===== src/rtl/dino_pkg.sv =====
// rtl/dino_pkg.sv - shared widths, screen size, arbiter state and requester indices
package dino_pkg;
    localparam int X_W          = 8;
    localparam int Y_W          = 7;
    localparam int COL_W        = 3;
    localparam int SCREEN_W_DEF = 160;
    localparam int SCREEN_H_DEF = 120;

    typedef enum logic {
        IDLE  = 1'b0,
        OWNED = 1'b1
    } arb_state_t;

    localparam int REQ_GROUND = 0;
    localparam int REQ_DINO   = 1;
    localparam int REQ_TREE   = 2;
    localparam int REQ_ERASE  = 3;
endpackage


===== src/rtl/rr_picker.sv =====
// rtl/rr_picker.sv - combinational round-robin selector, first request at or after ptr
module rr_picker #(
    parameter int N  = 4,
    parameter int IW = 2
) (
    input  logic [N-1:0]  req_i,
    input  logic [IW-1:0] ptr_i,
    output logic [N-1:0]  gnt_o,
    output logic [IW-1:0] idx_o
);
    logic          found;
    logic [IW-1:0] cand;

    always_comb begin
        gnt_o = '0;
        idx_o = '0;
        found = 1'b0;
        cand  = '0;
        for (int k = 0; k < N; k++) begin
            cand = IW'((int'(ptr_i) + k) % N);
            if (!found && req_i[cand]) begin
                found       = 1'b1;
                gnt_o[cand] = 1'b1;
                idx_o       = cand;
            end
        end
    end
endmodule


===== src/rtl/plot_arbiter.sv =====
// rtl/plot_arbiter.sv - pass-locked round-robin arbiter for the VGA pixel-write port
module plot_arbiter
    import dino_pkg::*;
#(
    parameter int NUM_REQ  = 4,
    parameter int SCREEN_W = SCREEN_W_DEF,
    parameter int SCREEN_H = SCREEN_H_DEF
) (
    input  logic                     clock,
    input  logic                     reset,
    input  logic                     pause,
    input  logic [NUM_REQ-1:0]       req,
    input  logic [NUM_REQ-1:0]       last,
    input  logic [NUM_REQ*X_W-1:0]   x_in,
    input  logic [NUM_REQ*Y_W-1:0]   y_in,
    input  logic [NUM_REQ*COL_W-1:0] colour_in,
    output logic [NUM_REQ-1:0]       gnt,
    output logic [X_W-1:0]           x,
    output logic [Y_W-1:0]           y,
    output logic [COL_W-1:0]         colour,
    output logic                     plot,
    output logic                     busy,
    output logic [1:0]               owner,
    output logic [15:0]              clip_count
);
    localparam int IW = 2;

    arb_state_t         state_q, state_d;
    logic [IW-1:0]      ptr_q, ptr_d;
    logic [IW-1:0]      owner_q, owner_d;
    logic [X_W-1:0]     x_q, x_d;
    logic [Y_W-1:0]     y_q, y_d;
    logic [COL_W-1:0]   col_q, col_d;
    logic               plot_q, plot_d;
    logic [15:0]        clip_q, clip_d;

    logic [NUM_REQ-1:0] pick_gnt;
    logic [IW-1:0]      pick_idx;
    logic [IW-1:0]      sel_idx;
    logic [IW-1:0]      nxt_ptr;
    logic [X_W-1:0]     sel_x;
    logic [Y_W-1:0]     sel_y;
    logic [COL_W-1:0]   sel_col;
    logic               sel_last;
    logic               accept;
    logic               clip;

    rr_picker #(.N(NUM_REQ), .IW(IW)) u_picker (
        .req_i (req),
        .ptr_i (ptr_q),
        .gnt_o (pick_gnt),
        .idx_o (pick_idx)
    );

    // Only IDLE arbitrates; an owned pass is served exclusively until its last pixel.
    always_comb begin
        gnt     = '0;
        sel_idx = owner_q;
        if (!reset && !pause) begin
            if (state_q == IDLE) begin
                gnt     = pick_gnt;
                sel_idx = pick_idx;
            end else begin
                gnt[owner_q] = req[owner_q];
            end
        end
    end

    assign accept = |(gnt & req);

    always_comb begin
        sel_x   = '0;
        sel_y   = '0;
        sel_col = '0;
        for (int i = 0; i < NUM_REQ; i++) begin
            if (sel_idx == IW'(i)) begin
                sel_x   = x_in[i*X_W +: X_W];
                sel_y   = y_in[i*Y_W +: Y_W];
                sel_col = colour_in[i*COL_W +: COL_W];
            end
        end
    end

    assign sel_last = last[sel_idx];
    assign clip     = (int'(sel_x) >= SCREEN_W) || (int'(sel_y) >= SCREEN_H);
    assign nxt_ptr  = (sel_idx == IW'(NUM_REQ-1)) ? '0 : sel_idx + 1'b1;

    always_comb begin
        state_d = state_q;
        ptr_d   = ptr_q;
        owner_d = owner_q;
        x_d     = x_q;
        y_d     = y_q;
        col_d   = col_q;
        plot_d  = 1'b0;
        clip_d  = clip_q;
        if (accept) begin
            owner_d = sel_idx;
            x_d     = sel_x;
            y_d     = sel_y;
            col_d   = sel_col;
            plot_d  = !clip;
            if (clip && clip_q != 16'hFFFF) clip_d = clip_q + 16'd1;
            if (sel_last) begin
                state_d = IDLE;
                ptr_d   = nxt_ptr;
            end else begin
                state_d = OWNED;
            end
        end
    end

    always_ff @(posedge clock) begin
        if (reset) begin
            state_q <= IDLE;
            ptr_q   <= '0;
            owner_q <= '0;
            x_q     <= '0;
            y_q     <= '0;
            col_q   <= '0;
            plot_q  <= 1'b0;
            clip_q  <= '0;
        end else begin
            state_q <= state_d;
            ptr_q   <= ptr_d;
            owner_q <= owner_d;
            x_q     <= x_d;
            y_q     <= y_d;
            col_q   <= col_d;
            plot_q  <= plot_d;
            clip_q  <= clip_d;
        end
    end

    assign x          = x_q;
    assign y          = y_q;
    assign colour     = col_q;
    assign plot       = plot_q;
    assign busy       = (state_q == OWNED);
    assign owner      = owner_q;
    assign clip_count = clip_q;
endmodule


===== config.mk =====
export PLATFORM = sky130hd
export DESIGN_NAME = plot_arbiter
export DESIGN_NICKNAME = d
export VERILOG_FILES = /design/src/rtl/dino_pkg.sv /design/src/rtl/rr_picker.sv /design/src/rtl/plot_arbiter.sv
export SDC_FILE = /design/constraint.sdc
export NUM_CORES = 1
export LEC_CHECK = 0
export ABC_AREA = 0
export BUFFER_PORTS_ARGS = -buffer_cell sky130_fd_sc_hd__buf_4
export CELL_PAD_IN_SITES_DETAIL_PLACEMENT = 1
export CELL_PAD_IN_SITES_GLOBAL_PLACEMENT = 1
export CORE_MARGIN = 5
export CORE_UTILIZATION = 32
export DETAILED_ROUTE_END_ITERATION = 7
export PLACE_DENSITY_LB_ADDON = 0.05
export SETUP_SLACK_MARGIN = 0.4
export SYNTH_ARGS = -nofsm -noshare
export SYNTH_HDL_FRONTEND = slang
export SYNTH_SLANG_ARGS = --single-unit

===== constraint.sdc =====
create_clock -name clock -period 6.7 [get_ports clock]
set_input_delay 0.67 -clock clock [delete_from_list [all_inputs] [get_ports clock]]
set_output_delay 0.67 -clock clock [all_outputs]
set_load 0.02 [all_outputs]

Word-level counts from Yosys, hierarchy flattened
Cells that the tools add are included.
Cells by class
  bitwise logic cells: 6
  muxes and demuxes: 51
  reduce and logical (&&, ||, !) cells: 22
  magnitude comparators: 13
  equal/unequal tests: 4
  add/sub/neg operators: 5
Operators by type and width (count)
  two-way mux 8 bit: 4
  two-way mux 7 bit: 4
  two-way mux 4 bit: 6
  < comparator 2 x 3 -> 1 bit, second input constant: 6
  adder 16 x 1 -> 16 bit, second input constant: 1
  != test 16 bit, second input constant: 1
  two-way mux 1 bit: 15
  two-way mux 2 bit: 7
  binary-select mux 1 bit (select 2 bit): 6
  two-way mux 3 bit: 4
  OR 4 bit: 3
  demux 1 bit (select 2 bit): 5
  >= comparator 2 x 1 -> 1 bit, second input constant: 5
  logical AND 1 bit: 10
  AND 4 bit: 2
  >= comparator 8 bit, second input constant: 1
  >= comparator 7 bit, second input constant: 1
  logical NOT 1 bit: 6
  adder 2 x 1 -> 2 bit, second input constant: 2
  adder 2 bit, second input constant: 2
  == test 2 bit, second input constant: 2
  AND reduction 2 bit: 2
  OR reduction 4 bit: 1
  == test 2 x 1 -> 1 bit, second input constant: 1
  other kinds (4): 4
Word-level totals
  logic and storage cells: 109
  register bits after elaboration: 40

Logic depth before layout (Yosys ltp)
Gate-level depths: netlist of run 1.
  word-level depth: 23
  gate-level depth with buffers: 23
  gate-level depth less buffers: 17

Modules after synthesis
A second synthesis of run 1 with hierarchy kept.
Second synthesis, totals
  cells, all modules: 360
  area total of the unflattened synthesis: 3035.4 um^2
By module, submodules not included
  plot_arbiter: cells an instance 295, area each 2546.2 um^2, times used 1, seq. area each 800.8 um^2
  rr_picker: cells an instance 65, area each 489.2 um^2, times used 1, seq. area each 0.0 um^2

Worst setup path after synthesis of run 1
Ideal clock, no wire load.
  path type: reg-to-reg
  from: reg ptr_q[0]
  to: reg clip_q[8] (netlist: clip_count[8])
  period minus slack after synthesis: 4.764 ns
  buffers on the path: 5
  path slack: 1.936 ns
  arrival time: 4.694 ns
  cell stages (with the launch flop): 22
  setup time: 0.071 ns
  cell sequence: dfxtp_1 buf_2 clkbuf_1 inv_1 ha_1 buf_6 mux2i_1 nor4b_2 a31oi_1 a21o_1 a21oi_1 inv_1 ha_1 clkbuf_1 clkbuf_1 o21ai_0 a22oi_1 nor4_1 o22ai_1 a21o_1 or4_1 a21oi_1
Between the ends
  longest elaborated chain between the ends: 23
  elaborated cells between the ends (all ways): 74
  those cells by class: add/sub: 3; order compare: 10; eq/ne: 3; mux: 39; bitwise: 4; reduce/logical: 15
RTL lines
  from (decl): line plot_arbiter.sv:29  | logic [IW-1:0] ptr_q, ptr_d;
  from (signal assigned): line plot_arbiter.sv:125  | ptr_q <= ptr_d;
  parallel branches: the longest is 11 deep, another holds adder 2 x 1 -> 2 bit
  two-way mux 2 bit *: line rr_picker.sv:21  | if (!found && req_i[cand]) begin
  two-way mux 2 bit *: line plot_arbiter.sv:60  | if (state_q == IDLE) begin
  two-way mux 2 bit *: line plot_arbiter.sv:59  | if (!reset && !pause) begin
  named net sel_idx[1]: line plot_arbiter.sv:39  | logic [IW-1:0] sel_idx;
  logical NOT 2 bit: line plot_arbiter.sv:76  | if (sel_idx == IW'(i)) begin
  two-way mux 8 bit or two-way mux 7 bit (tied branches) (4 in series): line plot_arbiter.sv:76
  >= comparator 8 bit or >= comparator 7 bit (tied branches): line plot_arbiter.sv:85  | assign clip = (int'(sel_x) >= SCREEN_W) || (int'(sel_y) >= SCREEN_H);
  logical OR 1 bit *: line plot_arbiter.sv:85
  logical AND 1 bit *: line plot_arbiter.sv:103  | if (clip && clip_q != 16'hFFFF) clip_d = clip_q + 16'd1;
  AND reduction 2 bit (no source line) *
  to (signal assigned): line plot_arbiter.sv:131  | clip_q <= clip_d;
  to (decl): line plot_arbiter.sv:35  | logic [15:0] clip_q, clip_d;
Mark *: on every way through the listed nets, which the timed path passes. The select of a mux whose other input is x is not followed.
A chain may end at the register's enable or synchronous reset.

Final worst setup path of run 1
  from: reg ptr_q[1]
  to: reg clip_q[8] (netlist: clip_count[8])
The elaborated chain is that of the path after synthesis.

==> metrics.csv, run 1 <==
metric,value,unit
Initial DRC Count,107,
FP Rows,36,
Layout Skew,6.410,ps
CP Class,flop to flop,
Hold Path Class,flop to flop,
global-route wire length before repair,17390,um
total routed wirelength,10650,um
"Setup violations, final",0,
Die Width,109.8,um
post-route minimum period,5574,ps
fmax,0.1794,GHz
fin nets,640,
"Max FO, Critical Path",34,
Final Util,43.58,%
DRC viols,0,
number of distinct library cells after synthesis,62,
clk sinks,40,
Synth Flop Type,dfxtp_1,
core area,0.009729,mm2
Initial Utilization,32.74,%
Worst Path Required,6920,ps
Min-Delay Startpoint,y[2]$_SDFFE_PP0P_,
Synth Net Count,543,
# hold bufs at CTS,0,
dpl hpwl,8506,um
I/O Buffers,124,
area of the multi-input gates,0.002140,mm2
kind of end point of the critical path,flop,
clock buffer depth,2,
fin crit share,83.20,%
Post-synth ARST share,0,%
Skew-Pair Late Insertion Delay,290,ps
filler cell count,1272,
# IOs,125,
Post-synth EDFFs,0,
status,finished clean,
Layout area overhead,33.11,%
final hold violation count,0,
Worst Path Arrival,5790,ps
routed vias,3510,
Die Footprint,0.01205,mm2
Post-Route Setup TNS,0,ps
Mapped Area,0.003186,mm2
post-synthesis sequential area ratio,25.14,%
drt via density,5.177,
Synth warnings,0,
Setup crit start kind,flop,
R2R Path Start,ptr_q[1]$_SDFFE_PP0P_,
placed cell area,0.004118,mm2
syn_area_per_cell,7.127,um2
Peak supply drop,0.09832,mV
flip-flop and latch count after synthesis,40,
total grt overflow,0,
cells after synthesis,447,
max cap viols,0,
Lkg Pwr,0.001783,uW
Pre-antenna DRT Iters,4,
Power Density,262.0,mW/mm2
Final Max Slew Viols,0,
initial antenna violation count,0,
CTS Buf Count,5,
layout cells sized above 1,27.34,%
post-route cell area,0.004240,mm2
Slew headroom,38.40,%
die height,109.8,um
CTS root buf,clkbuf_8,
Storage cell area,802.0,um2
Final GP Congestion,0.9356,
clock-pin slew on the worst setup and hold paths,90,ps
CTS tree,done,
GR Util All Layers,17.57,%
Critical path origin,ptr_q[1]$_SDFFE_PP0P_,
pin count of the biggest net entering global routing,47,
htree depth,2,
Inserted Diodes,0,
post-DR wirelength/cell,15.70,um
RSZ-0062 raised after global routing,false,
number of global-route vias before repair,3597,
Post-DRT Antenna Nets,0,
slew at the pin with the worst max-slew slack,921.8,ps
## placed cells by master (no fill, tap or decap), drive strengths merged, types with 5 or more instances in the layout
master,count
inv,18
buf,127
a21oi,58
a22oi,10
or3,8
nor3,15
nand2,41
nor2,68
ha,13
nor2b,6
o21ai,15
dfxtp,40
nand3,7
o211ai,5
xnor2,6
clkbuf,5
a211oi,27
and2,8
## path summary, 6_finish.rpt
kind,end,slack [ps],cells after the start
worst max-delay path,clip_count[8]$_SDFFE_PP0P_,1130,17
worst min-delay path,y[2]$_SDFFE_PP0P_,500,2
worst max register to register,clip_count[8]$_SDFFE_PP0P_,1130,17
worst min register to register,y[2]$_SDFFE_PP0P_,500,2
## layout make-up
class	count	area share, %
Multi-Input combinational cell	353	50.46
Timing Repair Buffer	127	22.48
Sequential cell	40	18.91
Tap cell	133	3.924
Clock buffer	5	1.623
Inverter	17	1.505
Clock inverter	3	1.092
## through the flow
step	instances	hold slack [ps]	total power [uW]	setup slack, ps
2_1_floorplan	447	557.9	727.3	1936
3_3_place_gp	670	486.7	896.8	1066
3_5_place_dp	670	495.5	913.7	742.0
4_1_cts	678	508.3	1122	696.2
5_1_grt	678	532.7	1207	582.9
6_report	678	503.6	1111	1126
## flip-flops by register name, indices dropped and copies added (netlist names)
signal	count
clip_count	16
y	7
x	8
busy	1
ptr_q	2
colour	3
owner	2
plot	1
## cells in the mapped netlist, types with 7 or more instances
library cell | count | area, um2
a21oi_1 | 58 | 290.3
inv_1 | 17 | 63.81
nor2_1 | 68 | 255.2
a211oi_1 | 26 | 195.2
o21ai_0 | 15 | 75.07
nand2_1 | 41 | 153.9
ha_1 | 13 | 162.7
a22oi_1 | 10 | 75.07
and2_1 | 8 | 50.05
or3_1 | 8 | 50.05
nand3_1 | 7 | 35.03
nor3_1 | 14 | 70.07
buf_2 | 9 | 45.04
dfxtp_1 | 40 | 800.8
clkbuf_1 | 20 | 75.07
## power by group
part	switching [uW]	internal, uW	leakage (uW)
Clock	91.9	112	0.0000548
Combinational	358	234	0.00140
Sequential	38.8	275	0.000326
## layer usage
| layer | vias to the layer above | GRT usage (%) | part of all wire, % |
|---|---|---|---|
| li1 | 1806 | - | - |
| met1 | 1604 | 22.81 | 46 |
| met2 | 94 | 28.86 | 46 |
| met3 | 6 | 5.520 | 7.2 |
| met4 | 0 | 3.206 | 0.64 |
| met5 | - | 0 | 0 |
## timing repair
action | 4_1_cts | 5_1_grt
endpoints found under the setup margin | 0 | 11
buffers inserted | 0 | 0
hold endpoints to repair | 0 | 0
resized for setup | 0 | 2
## critical path, stage by stage, from the launching register on
cell     delay [ps]
dfxtp_1         640
inv_1           270
ha_1            570
mux2i_1         360
nor4b_2         300
a31oi_1         130
a21o_1          230
a21oi_1         280
ha_1            270
buf_4           320
a21oi_1          70
o21ai_0          90
a22oi_1         130
nor4_2          460
o22ai_1         370
a21o_1          350
or4_1           490
a21oi_1         160
## cells by family after synthesis
logic type	synth area share [%]
adders and majority gates	5.106
and+or+nand+nor	25.81
DFF	25.14
AOI/OAI and AO/OA	31.38
xor gates and xnor gates	1.650
muxes	3.024
buffers and inverters	7.894
(Power assumes the default switching activity.)
==> inputs of run 2 (changes only) <==
==> constraint.sdc (replaced) <==
create_clock -name clock -period 5.65 [get_ports clock]
set_input_delay 0.565 -clock clock [delete_from_list [all_inputs] [get_ports clock]]
set_output_delay 0.565 -clock clock [all_outputs]
set_load 0.02 [all_outputs]
==> run 2 against run 1 <==
Net effect:
- final cell count is 0.29% higher
- flip-flop and latch count stayed put
- combinational power is 24% higher
- routed wire length is 1.5% higher
- sequential share of layout area is 0.18 points lower
- die area stayed put
- hold slack hardly changed
- clock power is 13% higher
- setup slack worse by 370 ps
- sequential power is 17% higher
- critical path depth is 1 lower
- clock skew is 0.73 ps lower
- largest cell class unchanged
- highest routed layer unchanged
==> metrics.csv, run 2 (synthesis gave the netlist of run 1 again) <==
metric,value,unit
fin nets,642,
CP Class,flop to flop,
clk sinks,40,
Die Width,109.8,um
GR Util All Layers,17.79,%
part of the power in registers,27.4,%
logic gate share of total power,55.2,%
Worst Path Required,5870,ps
FP Rows,36,
Inserted Diodes,0,
routed vias,3557,
post-route minimum period,4890,ps
total grt overflow,0,
htree depth,2,
max layer used,met4,
total routed wirelength,10810,um
global-route wire length before repair,17460,um
crit path buf inv count,3,
DR WL met3,806,um
final hold violation count,0,
initial antenna violation count,0,
Final Max Slew Viols,0,
kind of cell adding the most delay to the critical path,compound AO/OA/AOI/OAI gates,
die height,109.8,um
Final GP Congestion,0.9275,
"commonest non-fill, non-tap cells in the layout","129 x buf_4, 68 x nor2_1, 56 x a21oi_1",
wl on met1,4815,um
Pre-antenna DRT Iters,4,
Crit path largest cell delay,500,ps
Initial Utilization,32.74,%
fin crit share,86.54,%
Slowest cell on crit path,ha_2,
CTS Buf Count,5,
max cap viols,0,
Peak supply drop,0.1230,mV
RSZ-0062 raised after global routing,false,
post-DR wirelength/cell,15.89,um
Post-DRT Antenna Nets,0,
Die Footprint,0.01205,mm2
slew at the pin with the worst max-slew slack,923.4,ps
Clock Power Share,17.4,%
max FFs per register,16,
CP Cell Sequence,"inv_1, ha_2, mux2i_2, o32ai_1, nor4_1, o31a_1, inv_1, ha_1, buf_4, a21oi_1, a22oi_1, nor4_4, o22ai_2, a21o_1, or4_1, a21oi_1",
core area,0.009729,mm2
Int Power,753.5,uW
"Max FO, Critical Path",28,
CTS root buf,clkbuf_8,
Lkg Pwr,0.001795,uW
I/O Buffers,124,
Layout Skew,5.677,ps
number of global-route vias before repair,3652,
DRC viols,0,
Setup crit start kind,flop,
clock-pin slew on the worst setup and hold paths,80,ps
dpl hpwl,8600,um
Worst Path Arrival,5110,ps
"Setup violations, final",0,
Layout area overhead,34.41,%
CTS tree,done,
"most common cell after layout, fill and taps aside",buf_4,
pin count of the biggest net entering global routing,47,
Met2 Wirelength,5094,um
Post-Route Setup TNS,0,ps
# hold bufs at CTS,0,
clock buffer depth,2,
Skew-Pair Late Insertion Delay,290,ps
Hold Path Class,flop to flop,
setup bufs post-CTS,0,
fmax,0.2045,GHz
Slew headroom,38.29,%
Initial DRC Count,99,
Final Util,44.01,%
Power Density,311.6,mW/mm2
# IOs,125,
layout cells sized above 1,28.70,%
status,finished clean,
kind of end point of the critical path,flop,
Psw,580.4,uW
drt via density,5.231,
Net Sw Frac,43.51,%
==> run 2: cell count changes in the layout (fill, tap and decap cells not counted), moves of 2 or more <==
cell | before | now
buf_4 | 127 | 129
ha_1 | 13 | 10
ha_2 | 0 | 3
a21oi_1 | 58 | 56
a21oi_2 | 0 | 2
==> run 2: timing repair <==
item | CTS | global route
setup endpoints to repair | 16 | 16
gates resized for setup | 3 | 7
hold endpoints to repair | 0 | 0
==> run 2: area by class of cell <==
class	instances	area (um2)
Clock inverter	2	35.03
Tap cell	133	166.4
Inverter	17	63.81
Multi-Input combinational cell	353	2173
Sequential cell	40	802.0
Fill cell	1278	5448
Clock buffer	6	72.57
Timing Repair Buffer	129	968.4
==> run 2: tightest hold or removal path: cells and delay by family, from the launching register on <==
| family | cells | cell delay, ps |
|---|---|---|
| DFF | 1 | 320 |
| and+or+nand+nor | 2 | 150 |
==> run 2: power by group through the flow <==
stage / combinational, uW / clock, uW / sequential (uW)
6_report: 736 / 231 / 366
2_1_floorplan: 454 / 0 / 409
4_1_cts: 725 / 238 / 367
3_3_place_gp: 703 / 0 / 372
5_1_grt: 825 / 252 / 373
3_5_place_dp: 718 / 0 / 372
==> run 2: stage by stage <==
stage	area (um2)	hold slack [ps]	setup WS, ps	power [uW]	std cells
after floorplan	3186	557.9	885.8	862.4	447
final	4282	503.6	760.2	1334	680
after global placement	4133	488.0	313.0	1075	672
after CTS	4250	507.3	470.5	1330	680
after detailed placement	4133	495.5	86.15	1091	672
after global routing	4282	532.1	375.5	1450	680
==> run 2: per-layer routing <==
layer	GRT usage [%]	vias up
met5	0	-
met4	3.918	0
met3	4.991	8
met2	29.99	109
met1	22.53	1622
li1	-	1818
==> run 2: final timing paths <==
check | start | end | slack [ps] | cells past startpoint
setup / recovery | ptr_q[1]$_SDFFE_PP0P_ | clip_count[8]$_SDFFE_PP0P_ | 760 | 16
hold / removal | x[3]$_SDFFE_PP0P_ | x[3]$_SDFFE_PP0P_ | 500 | 2
setup reg to reg | ptr_q[1]$_SDFFE_PP0P_ | clip_count[8]$_SDFFE_PP0P_ | 760 | 16
hold reg to reg | x[3]$_SDFFE_PP0P_ | x[3]$_SDFFE_PP0P_ | 500 | 2
